==> config.mk <==
export PLATFORM = sky130hd
export DESIGN_NAME = decoder_session_controller
export DESIGN_NICKNAME = d
export VERILOG_FILES = /design/src/rtl/helios_host_pkg.sv /design/src/rtl/session_timeout_counter.sv /design/src/rtl/decoder_session_controller.sv
export SDC_FILE = /design/constraint.sdc
export NUM_CORES = 1
export LEC_CHECK = 0
export CORE_MARGIN = 10
export CORE_UTILIZATION = 53
export DETAILED_ROUTE_END_ITERATION = 16
export PLACE_DENSITY = 0.85
export SETUP_SLACK_MARGIN = 0.15
export SKIP_CTS_REPAIR_TIMING = 1
export SLEW_MARGIN = 10
export SYNTH_ARGS = -nofsm -noshare
export SYNTH_HDL_FRONTEND = slang
export SYNTH_SLANG_ARGS = --single-unit
==> constraint.sdc <==
create_clock -name clk -period 3.9 [get_ports clk]
set_input_delay 0.585 -clock clk [delete_from_list [all_inputs] [get_ports clk]]
set_output_delay 0.585 -clock clk [all_outputs]
set_load 0.05 [all_outputs]
==> src/rtl/helios_host_pkg.sv <==
// -----------------------------------------------------------------------------
// helios_host_pkg
// Shared definitions for the host-side decoder session logic.
//   - session_state_t       : states of the session sequencer
//   - DEFAULT_RESULT_BYTES  : length of one decoder result frame
//   - START_DECODING_MSG    : control byte that opens a decoding session
//   - MEASUREMENT_DATA_HEADER : control byte that precedes each syndrome batch
// No ports; import with helios_host_pkg::*.
// -----------------------------------------------------------------------------
package helios_host_pkg;

   typedef enum logic [2:0] {
      IDLE,
      SEND_START,
      SEND_HDR,
      SEND_DATA,
      WAIT_RESULT,
      RECV_RESULT,
      PRESENT
   } session_state_t;

   // A result frame carries iterations, cycles[15:8] and cycles[7:0].
   localparam int DEFAULT_RESULT_BYTES = 3;

   // Message codes understood by the decoder's byte-stream front end.
   localparam logic [7:0] START_DECODING_MSG      = 8'h01;
   localparam logic [7:0] MEASUREMENT_DATA_HEADER = 8'h02;

endpackage

==> src/rtl/session_timeout_counter.sv <==
// -----------------------------------------------------------------------------
// session_timeout_counter
// Counts cycles while enabled and pulses 'terminal' during the cycle in which
// the TIMEOUT_CYCLES-th enabled cycle is being counted.
//   clk      : clock
//   reset    : asynchronous active-high reset
//   clear    : synchronous clear, wins over enable
//   enable   : count this cycle
//   terminal : high while enabled on the last allowed cycle
// -----------------------------------------------------------------------------
module session_timeout_counter #(
   parameter int TIMEOUT_CYCLES = 65535
) (
   input  logic clk,
   input  logic reset,
   input  logic clear,
   input  logic enable,
   output logic terminal
);

   localparam int CW = $clog2(TIMEOUT_CYCLES + 1);
   localparam logic [CW-1:0] LAST = CW'(TIMEOUT_CYCLES - 1);

   logic [CW-1:0] count;

   // Cycle counter: cleared when a wait window opens, advances while the
   // window is active. The owner leaves the window on terminal, so the
   // counter never needs to saturate.
   always_ff @(posedge clk or posedge reset) begin
      if (reset) begin
         count <= '0;
      end else if (clear) begin
         count <= '0;
      end else if (enable) begin
         count <= count + CW'(1);
      end
   end

   // The pulse marks the final permitted cycle, so the owner can act on the
   // same edge that would otherwise start cycle TIMEOUT_CYCLES+1.
   assign terminal = enable && (count == LAST);

endmodule

==> src/rtl/decoder_session_controller.sv <==
// -----------------------------------------------------------------------------
// decoder_session_controller
// Host-side sequencer for the decoder byte-stream interface. Sends the start
// message once per session, then for every batch sends the measurement header
// and streams BYTES_PER_BATCH syndrome bytes, collects the result frame and
// presents it as a parsed record.
//   clk, reset                           : clock, async active-high reset
//   enable                               : keep running sessions/batches
//   syn_data/syn_valid/syn_ready         : syndrome byte source
//   dec_in_data/dec_in_valid/dec_in_ready: toward decoder input FIFO
//   dec_out_data/dec_out_valid/dec_out_ready : from decoder output FIFO
//   res_iterations/res_cycles/res_valid/res_ready : parsed result record
//   busy        : not idle
//   timeout_err : sticky, set when a result frame does not arrive in time
//   batch_count : completed batches since reset (wraps)
// -----------------------------------------------------------------------------
module decoder_session_controller
   import helios_host_pkg::*;
#(
   parameter int BYTES_PER_BATCH = 3,
   parameter int RESULT_BYTES    = DEFAULT_RESULT_BYTES,
   parameter int TIMEOUT_CYCLES  = 65535
) (
   input  logic        clk,
   input  logic        reset,
   input  logic        enable,
   input  logic [7:0]  syn_data,
   input  logic        syn_valid,
   output logic        syn_ready,
   output logic [7:0]  dec_in_data,
   output logic        dec_in_valid,
   input  logic        dec_in_ready,
   input  logic [7:0]  dec_out_data,
   input  logic        dec_out_valid,
   output logic        dec_out_ready,
   output logic [7:0]  res_iterations,
   output logic [15:0] res_cycles,
   output logic        res_valid,
   input  logic        res_ready,
   output logic        busy,
   output logic        timeout_err,
   output logic [31:0] batch_count
);

   localparam int BW = $clog2(BYTES_PER_BATCH + 1);
   localparam int FW = $clog2(RESULT_BYTES + 1);
   localparam logic [BW-1:0] LAST_BYTE  = BW'(BYTES_PER_BATCH - 1);
   localparam logic [FW-1:0] LAST_FRAME = FW'(RESULT_BYTES - 1);

   session_state_t state;
   session_state_t next_state;
   logic [BW-1:0]  byte_count;
   logic [FW-1:0]  frame_count;
   logic           data_hs;
   logic           last_data_hs;
   logic           timer_run;
   logic           timed_out;

   assign data_hs      = (state == SEND_DATA) && syn_valid && dec_in_ready;
   assign last_data_hs = data_hs && (byte_count == LAST_BYTE);
   assign timer_run    = (state == WAIT_RESULT) || (state == RECV_RESULT);
   assign busy         = (state != IDLE);

   // The timeout window opens on the edge that enters WAIT_RESULT and spans
   // both result-collection states.
   session_timeout_counter #(
      .TIMEOUT_CYCLES (TIMEOUT_CYCLES)
   ) u_timeout (
      .clk      (clk),
      .reset    (reset),
      .clear    (last_data_hs),
      .enable   (timer_run),
      .terminal (timed_out)
   );

   // State register.
   always_ff @(posedge clk or posedge reset) begin
      if (reset) begin
         state <= IDLE;
      end else begin
         state <= next_state;
      end
   end

   // Next-state and handshake outputs. Control bytes depend only on the
   // registered state; SEND_DATA is a straight combinational pass-through
   // between the syndrome source and the decoder input. A timeout overrides
   // any byte accepted in the same cycle, so that byte is simply dropped.
   always_comb begin
      next_state    = state;
      dec_in_data   = 8'h00;
      dec_in_valid  = 1'b0;
      syn_ready     = 1'b0;
      dec_out_ready = 1'b0;
      res_valid     = 1'b0;
      case (state)
         IDLE: begin
            if (enable) next_state = SEND_START;
         end
         SEND_START: begin
            dec_in_data  = START_DECODING_MSG;
            dec_in_valid = 1'b1;
            if (dec_in_ready) next_state = SEND_HDR;
         end
         SEND_HDR: begin
            dec_in_data  = MEASUREMENT_DATA_HEADER;
            dec_in_valid = 1'b1;
            if (dec_in_ready) next_state = SEND_DATA;
         end
         SEND_DATA: begin
            dec_in_data  = syn_data;
            dec_in_valid = syn_valid;
            syn_ready    = dec_in_ready;
            if (last_data_hs) next_state = WAIT_RESULT;
         end
         WAIT_RESULT: begin
            dec_out_ready = 1'b1;
            if (dec_out_valid) next_state = (LAST_FRAME == '0) ? PRESENT : RECV_RESULT;
         end
         RECV_RESULT: begin
            dec_out_ready = 1'b1;
            if (dec_out_valid && (frame_count == LAST_FRAME)) next_state = PRESENT;
         end
         PRESENT: begin
            res_valid = 1'b1;
            if (res_ready) next_state = enable ? SEND_HDR : IDLE;
         end
         default: next_state = IDLE;
      endcase
      if (timed_out) next_state = IDLE;
   end

   // Datapath: batch byte counter, result frame parser, batch counter and the
   // sticky timeout flag. The result fields only change while collecting a
   // frame, so they hold steady for the whole PRESENT window. Bytes beyond
   // index 2 of a longer frame are counted but not stored.
   always_ff @(posedge clk or posedge reset) begin
      if (reset) begin
         byte_count     <= '0;
         frame_count    <= '0;
         res_iterations <= 8'h00;
         res_cycles     <= 16'h0000;
         batch_count    <= 32'h0;
         timeout_err    <= 1'b0;
      end else begin
         case (state)
            IDLE: begin
               if (enable) timeout_err <= 1'b0;
            end
            SEND_HDR: begin
               if (dec_in_ready) byte_count <= '0;
            end
            SEND_DATA: begin
               if (data_hs) byte_count <= byte_count + BW'(1);
            end
            WAIT_RESULT: begin
               if (dec_out_valid && !timed_out) begin
                  res_iterations <= dec_out_data;
                  frame_count    <= FW'(1);
               end
            end
            RECV_RESULT: begin
               if (dec_out_valid && !timed_out) begin
                  if (frame_count == FW'(1)) res_cycles[15:8] <= dec_out_data;
                  if (frame_count == FW'(2)) res_cycles[7:0]  <= dec_out_data;
                  frame_count <= frame_count + FW'(1);
               end
            end
            PRESENT: begin
               if (res_ready) batch_count <= batch_count + 32'd1;
            end
            default: ;
         endcase
         if (timed_out) timeout_err <= 1'b1;
      end
   end

endmodule

**Word level (Yosys, flattened, before mapping)**

Cells that the tools add are included.

- Register bits: 80
- Bits in latches: 0
- Bits in writable memories: 0
- Bits in read-only memories: 0
- Input port bits: 23
- Output and inout bits: 70
- Logic and storage cells: 85
- Memories kept: 0

- $add $sub $neg: 4
- $mul: 0
- Div/mod/pow operators: 0
- Magnitude comparators: 0
- Equality and inequality tests: 21
- Shift operators: 0
- Multiplexer cells: 26
- Bitwise logic cells: 0
- Reduce and logical (&&, ||, !) cells: 25

Operators by type and width:

| kind | count |
|---|---|
| adder 32 x 1 -> 32 bit, second input constant | 1 |
| 2-to-1 mux 16 bit | 2 |
| 2-to-1 mux 3 bit | 8 |
| case mux 8 bit (3 select lines) | 1 |
| case mux 3 bit (7 select lines) | 1 |
| inequality test 3 bit, second input constant | 6 |
| adder 16 x 1 -> 16 bit, second input constant | 1 |
| == test 16 bit, second input constant | 1 |
| AND reduction 3 bit | 4 |
| 2-to-1 mux 2 bit | 5 |
| nonzero test 2 bit | 5 |
| == test 3 bit, second input constant | 3 |
| case mux 2 bit (2 select lines) | 2 |
| AND reduction 7 bit | 1 |
| == test 3 x 2 -> 1 bit, second input constant | 2 |
| logical AND 1 bit | 6 |
| 2-to-1 mux 1 bit | 6 |
| AND reduction 2 bit | 3 |
| adder 2 x 1 -> 2 bit, second input constant | 2 |
| == test 2 bit, second input constant | 2 |
| inequality test 2 x 1 -> 1 bit, second input constant | 2 |
| inequality test 2 bit, second input constant | 2 |
| OR reduction 2 bit | 2 |
| == test 3 x 1 -> 1 bit, second input constant | 1 |
| 7 further kinds | 7 |

**Logic depth before layout (Yosys ltp)**

Gate-level depths: netlist of the first run.

- Depth in word-level cells: 7
- Mapped depth: 7
- Mapped depth without buffers: 7

**By module**

A second synthesis of the first run with hierarchy kept.

- Cells, all modules: 349
- Area total of the unflattened synthesis: 3,849.9 um^2

Modules (own cells, without submodules):

| module | times used | cells each | area an instance (um^2) | sequential area each (um^2) |
|---|---|---|---|---|
| decoder_session_controller | 1 | 262 | 3,004.1 | 1,601.5 |
| session_timeout_counter | 1 | 87 | 845.8 | 400.4 |

**Least setup slack after synthesis of the first run**

No wires, ideal clock.

- Kind: register to output
- Start: register state[0]
- End: output dec_in_valid
- Data arrival time: 2,070 ps
- Slack: 1,245 ps
- Cell stages (with the launch flop): 5
- Path buffers: 2
- Cell sequence: dfrtp_1 -> buf_2 -> buf_1 -> nor2b_1 -> a211oi_1

- Cells in the longest elaborated chain, start to end: 3
- Elaborated cells on any way between the ends: 5
- Classes of those cells: eq/ne (3); mux (1); reduce/logical (1)

RTL lines:

| what | line | text |
|---|---|---|
| start, declared | decoder_session_controller.sv:50 | `session_state_t state;` |
| start signal, assigned | decoder_session_controller.sv:81 | `state <= next_state;` |
| == test 3 x 2 -> 1 bit / == test 3 x 1 -> 1 bit (equally long branches) | decoder_session_controller.sv:96 | `case (state)` |
| OR reduction 2 bit (no line) | n/a |  |
| case mux 1 bit (2 select lines) * | decoder_session_controller.sv:96 |  |
| end, declared | decoder_session_controller.sv:31 | `output logic dec_in_valid,` |

Mark *: on every way between the ends. The rest lies on a longest branch, timed or not.

**Worst setup path in the final report of the first run**

- Start: register state[1]
- End: output dec_in_data[1]

- Cells in the longest elaborated chain, start to end: 2
- Elaborated cells on any way between the ends: 4
- Classes of those cells: eq/ne (3); mux (1)

RTL lines:

| what | line | text |
|---|---|---|
| == test 3 x 2 -> 1 bit / == test 3 x 1 -> 1 bit (equally long branches) | decoder_session_controller.sv:96 |  |
| case mux 8 bit (3 select lines) * | decoder_session_controller.sv:96 |  |
| end, declared | decoder_session_controller.sv:30 | `output logic [7:0] dec_in_data,` |

Marked as above.

==> results.py, run 1 <==
metrics = {
    "critical_path": {
        "cpLargestDelayFamily": "buffers and inverters",
        "crit_buf_inv": 1,
        "cp-start-kind": "flop",
        "r2r_cells": 5,
        "end_kind": "primary output",
        "cp_cell_sequence": "nor2b_1, a21boi_0, clkdlybuf4s50_1",
        "cp_slowest_cell": "clkdlybuf4s50_1",
        "critPathArrivalTime_ns": 2.42,
        "max_stage_delay_ns": 0.83,
        "cp_max_fo": 11,
        "cp.depth": 3,
        "critical_path_class": "reg2out",
        "cp.required_ns": 3.31,
    },
    "cells_and_area": {
        "area_growth_pct": 33.5,
        "fin_cells": 527,
        "antenna_cells": 0,
        "final_util_pct": 72.4,
        "nets": 455,
        "finalInstanceArea_um2": 4920,
        "drive_gt1_share_pct": 12.3,
    },
    "logic_synthesis": {
        "synth_top_area_share_pct": 54.3,
        "yosys-top-cells-area": "dfrtp_1 54%, mux2_2 7.6%, xnor2_1 6.2%, xor2_1 4.3%, nand2_1 3.0%",
        "avgSynthCellArea_um2": 11.2,
        "ys_warn_count": 0,
        "synth_edf_count": 0,
        "synth_top_area_cell": "dfrtp_1",
        "ys_seq_area_share_pct": 54.3,
        "synth_ff_type": "dfrtp_1",
        "syn_area_um2": 3690,
        "ys_seq_elements": 80,
        "synth_cell_types": 40,
        "syn_nets": 358,
        "synth_cells": 329,
        "ys_async_sr_fraction_pct": 100,
    },
    "die": {
        "initial_core_util_pct": 54.3,
        "die_h_um": 103,
        "dieWidth_um": 103,
        "die_area_um2": 10700,
        "core-area_um2": 6790,
        "ios": 93,
        "rows": 30,
    },
    "route": {
        "drc_errors": 0,
        "final_antenna_net_count": 0,
        "routedWlPerCell_um": 16.2,
        "wl_um": 8550,
        "vias": 2769,
        "drt-pass1-iter-count": 4,
        "vias_per_cell": 5.25,
        "drt_iter0_markers": 84,
    },
    "timing": {
        "maxSlewViolCount": 0,
        "fin_setup_tns_ns": 0,
        "post-route-period-util_pct": 77.0,
        "hold_viol": 0,
        "relSlewSlack_pct": 20.4,
        "tightestPinTransition_ns": 1.19,
        "setup_viol": 0,
        "fin_crit_ns": 3.00,
        "finClkSkew_ns": 0.0134,
        "rsz0062_at_grt": "false",
        "fmax_mhz": 333,
    },
    "placed_design": {
        "gp_congestion": 0.821,
        "post-place-cells": 511,
        "placedInstanceArea_um2": 4710,
        "dp_hpwl_um": 6410,
        "io_buffers": 92,
    },
    "grt": {
        "gr-total-overflow": 0,
        "first_global_vias": 2845,
        "antenna_found_initial": 0,
        "grt_pass1_wl_um": 14000,
        "grt_usage_pct": 16.6,
        "grt_max_degree": 37,
    },
    "clock_network": {
        "clkSlewWorstSetupHoldPaths_ns": 0.10,
        "cts_tree": "yes",
        "cts_sinks": 80,
        "cts_root_buf": "clkbuf_8",
        "clock_path_buffers": 2,
        "htreeDepth": 3,
        "clock_latency_ns": 0.36,
        "cts_buffers": 9,
    },
    "power_and_ir_drop": {
        "peakVddDrop_uv": 286,
        "power_density_nw_per_um2": 512,
        "total_leakage_power_uw": 0.00213,
    },
    "worst_hold_path": {
        "hold_path_class": "reg2reg",
        "min_path_cells": 1,
    },
    "outcome": {
        "status": "complete, no violations",
    },
    "flow_run": {
        "maxCapViolCount": 0,
    },
}
==> cells in the mapped netlist, types with 2 or more instances <==
cell,n
dfrtp_1,80
nand2_1,29
xnor2_1,26
mux2_2,25
nor2_1,22
nand3_1,21
xor2_1,18
and3_1,12
inv_1,10
nand4_1,10
o21ai_0,10
and4_1,7
nor3_1,7
ha_1,6
a21oi_1,5
buf_2,5
nor2b_1,5
clkbuf_1,3
nor2_2,3
a211oi_1,2
a21boi_0,2
and2_1,2
or3_1,2
==> area by class of cell <==
| type | instances | area, um^2 |
|---|---|---|
| multi-input cells | 230 | 1610 |
| fillers | 484 | 1870 |
| well taps | 96 | 120 |
| clock inverters | 7 | 86.3 |
| flip-flops and latches | 80 | 2000 |
| inverters | 10 | 37.5 |
| repair buffers | 95 | 943 |
| clock buffers | 9 | 124 |
==> where the power goes <==
group | leakage [uW] | switching (uW) | internal (uW)
sequential | 0.00105 | 148 | 946
combinational | 0.000980 | 471 | 307
clock | 0.000104 | 336 | 310
total | 0.00213 | 954 | 1560
==> metal layers <==
layer	global-route usage, %	share of wire (%)	vias to the layer above
met5	0	0	-
met4	7.06	1.6	0
met3	4.58	6.9	10
met2	27.7	48	89
met1	19.8	44	1337
li1	-	-	1333
==> layout by cell type (no fill, tap or decap), types with 2 or more instances in the layout <==
| cell type | Yosys | final |
|---|---|---|
| buf_4 | 0 | 3 |
| clkdlybuf4s50_1 | 0 | 92 |
| and4_1 | 7 | 7 |
| nand3_1 | 21 | 21 |
| and3_1 | 12 | 12 |
| nor2b_1 | 5 | 5 |
| inv_8 | 0 | 2 |
| nand2_1 | 29 | 29 |
| ha_1 | 6 | 6 |
| inv_1 | 10 | 9 |
| nor3_1 | 7 | 7 |
| o21ai_0 | 10 | 10 |
| a211oi_1 | 2 | 2 |
| xor2_1 | 18 | 18 |
| nand4_1 | 10 | 10 |
| dfrtp_1 | 80 | 80 |
| clkbuf_8 | 0 | 9 |
| nor2_2 | 3 | 3 |
| and2_1 | 2 | 2 |
| inv_6 | 0 | 2 |
| mux2_2 | 25 | 25 |
| xnor2_1 | 26 | 26 |
| a21oi_1 | 5 | 5 |
| or3_1 | 2 | 2 |
| nor2_1 | 22 | 22 |
| a21boi_0 | 2 | 2 |
==> stage by stage <==
stage	worst slack [ns]	hold WS (ns)	total power, uW
detailed placement	1.05	0.468	1890
global route	0.763	0.510	2660
finish	0.897	0.481	2520
global placement	1.05	0.465	1860
CTS	0.846	0.481	2530
floorplan	1.25	0.451	1650
==> worst paths after layout <==
kind                                       from            endpoint  slack [ns]
worst max-delay path                   state[1]      dec_in_data[1]        0.90
worst min-delay path            batch_count[31]     batch_count[31]        0.48
worst max register to register         state[0]     batch_count[29]        1.46
worst min register to register  batch_count[31]     batch_count[31]        0.48
max in group asynchronous                 reset  u_timeout.count[5]        2.61
min in group asynchronous                 reset     batch_count[24]        0.51
==> flip-flops by register name, indices dropped and copies added, names as in the netlist <==
name             count
batch_count         32
byte_count           2
frame_count          2
res_cycles          16
res_iterations       8
state                3
timeout_err          1
u_timeout.count     16
==> logic make-up after synthesis <==
| family | after synthesis | share of synthesized area (%) |
|---|---|---|
| AOI/OAI and AO/OA | 25 | 4.58 |
| xor gates and xnor gates | 44 | 10.5 |
| adders and majority gates | 6 | 2.04 |
| buffers and inverters | 19 | 2.10 |
| DFF | 80 | 54.3 |
| muxes | 27 | 8.21 |
| and+or+nand+nor | 128 | 18.3 |
Note: power is estimated with default switching activity, not from simulation.
==> run 2: changes to the inputs <==
- CORE_UTILIZATION: 53 -> 44
- PLACE_DENSITY: 0.85 -> 0.76
- clock period: 3.9 -> 2.4 ns (I/O delays scaled with it)
==> results.py, run 2 (same netlist as run 1, synthesis figures left out) <==
metrics = {
    "outcome": {
        "status": "complete, no violations",
    },
    "timing": {
        "tightestPinTransition_ns": 0.647,
        "fin_crit_ns": 2.13,
        "relSlewSlack_pct": 56.8,
        "fin_setup_tns_ns": 0,
        "fmax_mhz": 470,
        "finClkSkew_ns": 0.0165,
        "setup_viol": 0,
        "post-route-period-util_pct": 88.6,
        "hold_viol": 0,
        "rsz0062_at_grt": "false",
        "maxSlewViolCount": 0,
    },
    "critical_path": {
        "cp-startpoint": "state[1]",
        "r2r-start": "u_timeout.count[7]",
        "cp-start-kind": "flop",
        "cp.required_ns": 2.04,
        "critical_path_class": "reg2out",
        "critPathArrivalTime_ns": 1.77,
        "crit_end": "dec_in_data[1]",
        "cp_max_fo": 11,
        "r2r_cells": 6,
        "r2r_end": "res_iterations[7]",
        "rrSetupSlack_ns": 0.42,
        "end_kind": "primary output",
    },
    "clock_network": {
        "cts_buffers": 9,
        "cts_root_buf": "clkbuf_8",
        "clock_latency_ns": 0.36,
        "clkSlewWorstSetupHoldPaths_ns": 0.09,
        "cts_sinks": 80,
        "cts_tree": "yes",
        "htreeDepth": 3,
        "clock_path_buffers": 2,
    },
    "route": {
        "routedWlPerCell_um": 15.6,
        "vias_per_cell": 5.16,
        "wl_um": 8470,
        "final_antenna_net_count": 0,
        "vias": 2796,
        "drt-pass1-iter-count": 4,
        "drc_errors": 0,
        "drt_iter0_markers": 60,
    },
    "placed_design": {
        "dp_hpwl_um": 6420,
        "gp_congestion": 0.810,
        "io_buffers": 92,
        "placedInstanceArea_um2": 4890,
    },
    "flow_run": {
        "maxCapViolCount": 0,
    },
    "cells_and_area": {
        "antenna_cells": 0,
        "regMostFlops": "batch_count",
        "largest_reg_flops": 32,
        "regArea_um2": 2000,
        "nets": 461,
        "finalInstanceArea_um2": 5110,
        "nFillCells": 674,
        "drive_gt1_share_pct": 16.9,
        "layout.cells.most_common": "dfrtp_1",
        "final_cell_mix": "80 x dfrtp_1, 79 x clkdlybuf4s50_1, 29 x nand2_1",
        "multi_input_area_um2": 1620,
        "area_growth_pct": 38.5,
        "top_regs": "batch_count x32, res_cycles x16, u_timeout.count x16",
    },
    "die": {
        "rows": 33,
        "die_h_um": 112,
        "dieWidth_um": 112,
        "ios": 93,
        "initial_core_util_pct": 45.1,
        "die_area_um2": 12400,
        "core-area_um2": 8180,
    },
    "grt": {
        "gr-total-overflow": 0,
        "grt_pass1_wl_um": 14300,
        "grt_max_degree": 31,
        "first_global_vias": 2909,
        "grt_usage_pct": 13.7,
        "antenna_found_initial": 0,
    },
    "power_and_ir_drop": {
        "total_leakage_power_uw": 0.00223,
        "peakVddDrop_uv": 323,
        "power_density_nw_per_um2": 832,
    },
    "worst_hold_path": {
        "hold_path_class": "in2async",
    },
}
-- run 2: cell count changes in the layout (fill, tap and decap cells not counted), sizes merged --
cell           previous run  this run
clkinvlp                  1         2
buf                       3        22
clkdlybuf4s50            92        79
inv                      14        13
-- run 2: worst min-delay path by stage --
stage                              end  slack [ns]  depth (start not counted)
floorplan                byte_count[0]        0.45                          1
global placement           timeout_err        0.46                          1
detailed placement         timeout_err        0.47                          1
CTS                 u_timeout.count[7]        0.45                          2
global route        u_timeout.count[8]        0.47                          2
finish              u_timeout.count[7]        0.44                          2
-- run 2: per-layer routing --
metal,track usage [%],share of wire [%],routed length [um]
met4,5.31,1.9,159
met1,16.8,47,3950
met3,5.26,7.0,596
met2,21.3,45,3770
met5,0,0,0
-- run 2: per-stage QoR --
stage | setup WS [ns] | total power [uW] | std cells | hold slack (ns) | util, %
2_1_floorplan | 0.235 | 2690 | 329 | 0.451 | -
3_3_place_gp | 0.220 | 3200 | 526 | 0.463 | 59.9
3_5_place_dp | 0.166 | 3250 | 526 | 0.471 | 59.9
4_1_cts | 0.126 | 4290 | 542 | 0.446 | 62.4
5_1_grt | 0.179 | 4490 | 542 | 0.470 | 62.5
6_report | 0.274 | 4250 | 542 | 0.435 | 62.5
-- run 2: cell type report --
type,count,share of cell area [%]
Clock inverter,7,1.69
Timing Repair Buffer,101,21.7
Tap cell,105,2.57
Clock buffer,9,2.43
Sequential cell,80,39.2
Inverter,10,0.809
Multi-Input combinational cell,230,31.6
-- run 2: power breakdown --
group / leakage, uW / total, uW / switching (uW) / internal (uW)
clock network: 0.000104 / 1040 / 534 / 504
registers: 0.00105 / 1720 / 182 / 1540
logic: 0.00108 / 1490 / 851 / 640
total: 0.00223 / 4250 / 1570 / 2680
-- run 2: worst max-delay path: stages, from the launching register on --
cell      delay, ns
dfrtp_1        0.54
nor2b_2        0.41
a21boi_1       0.30
buf_12         0.17
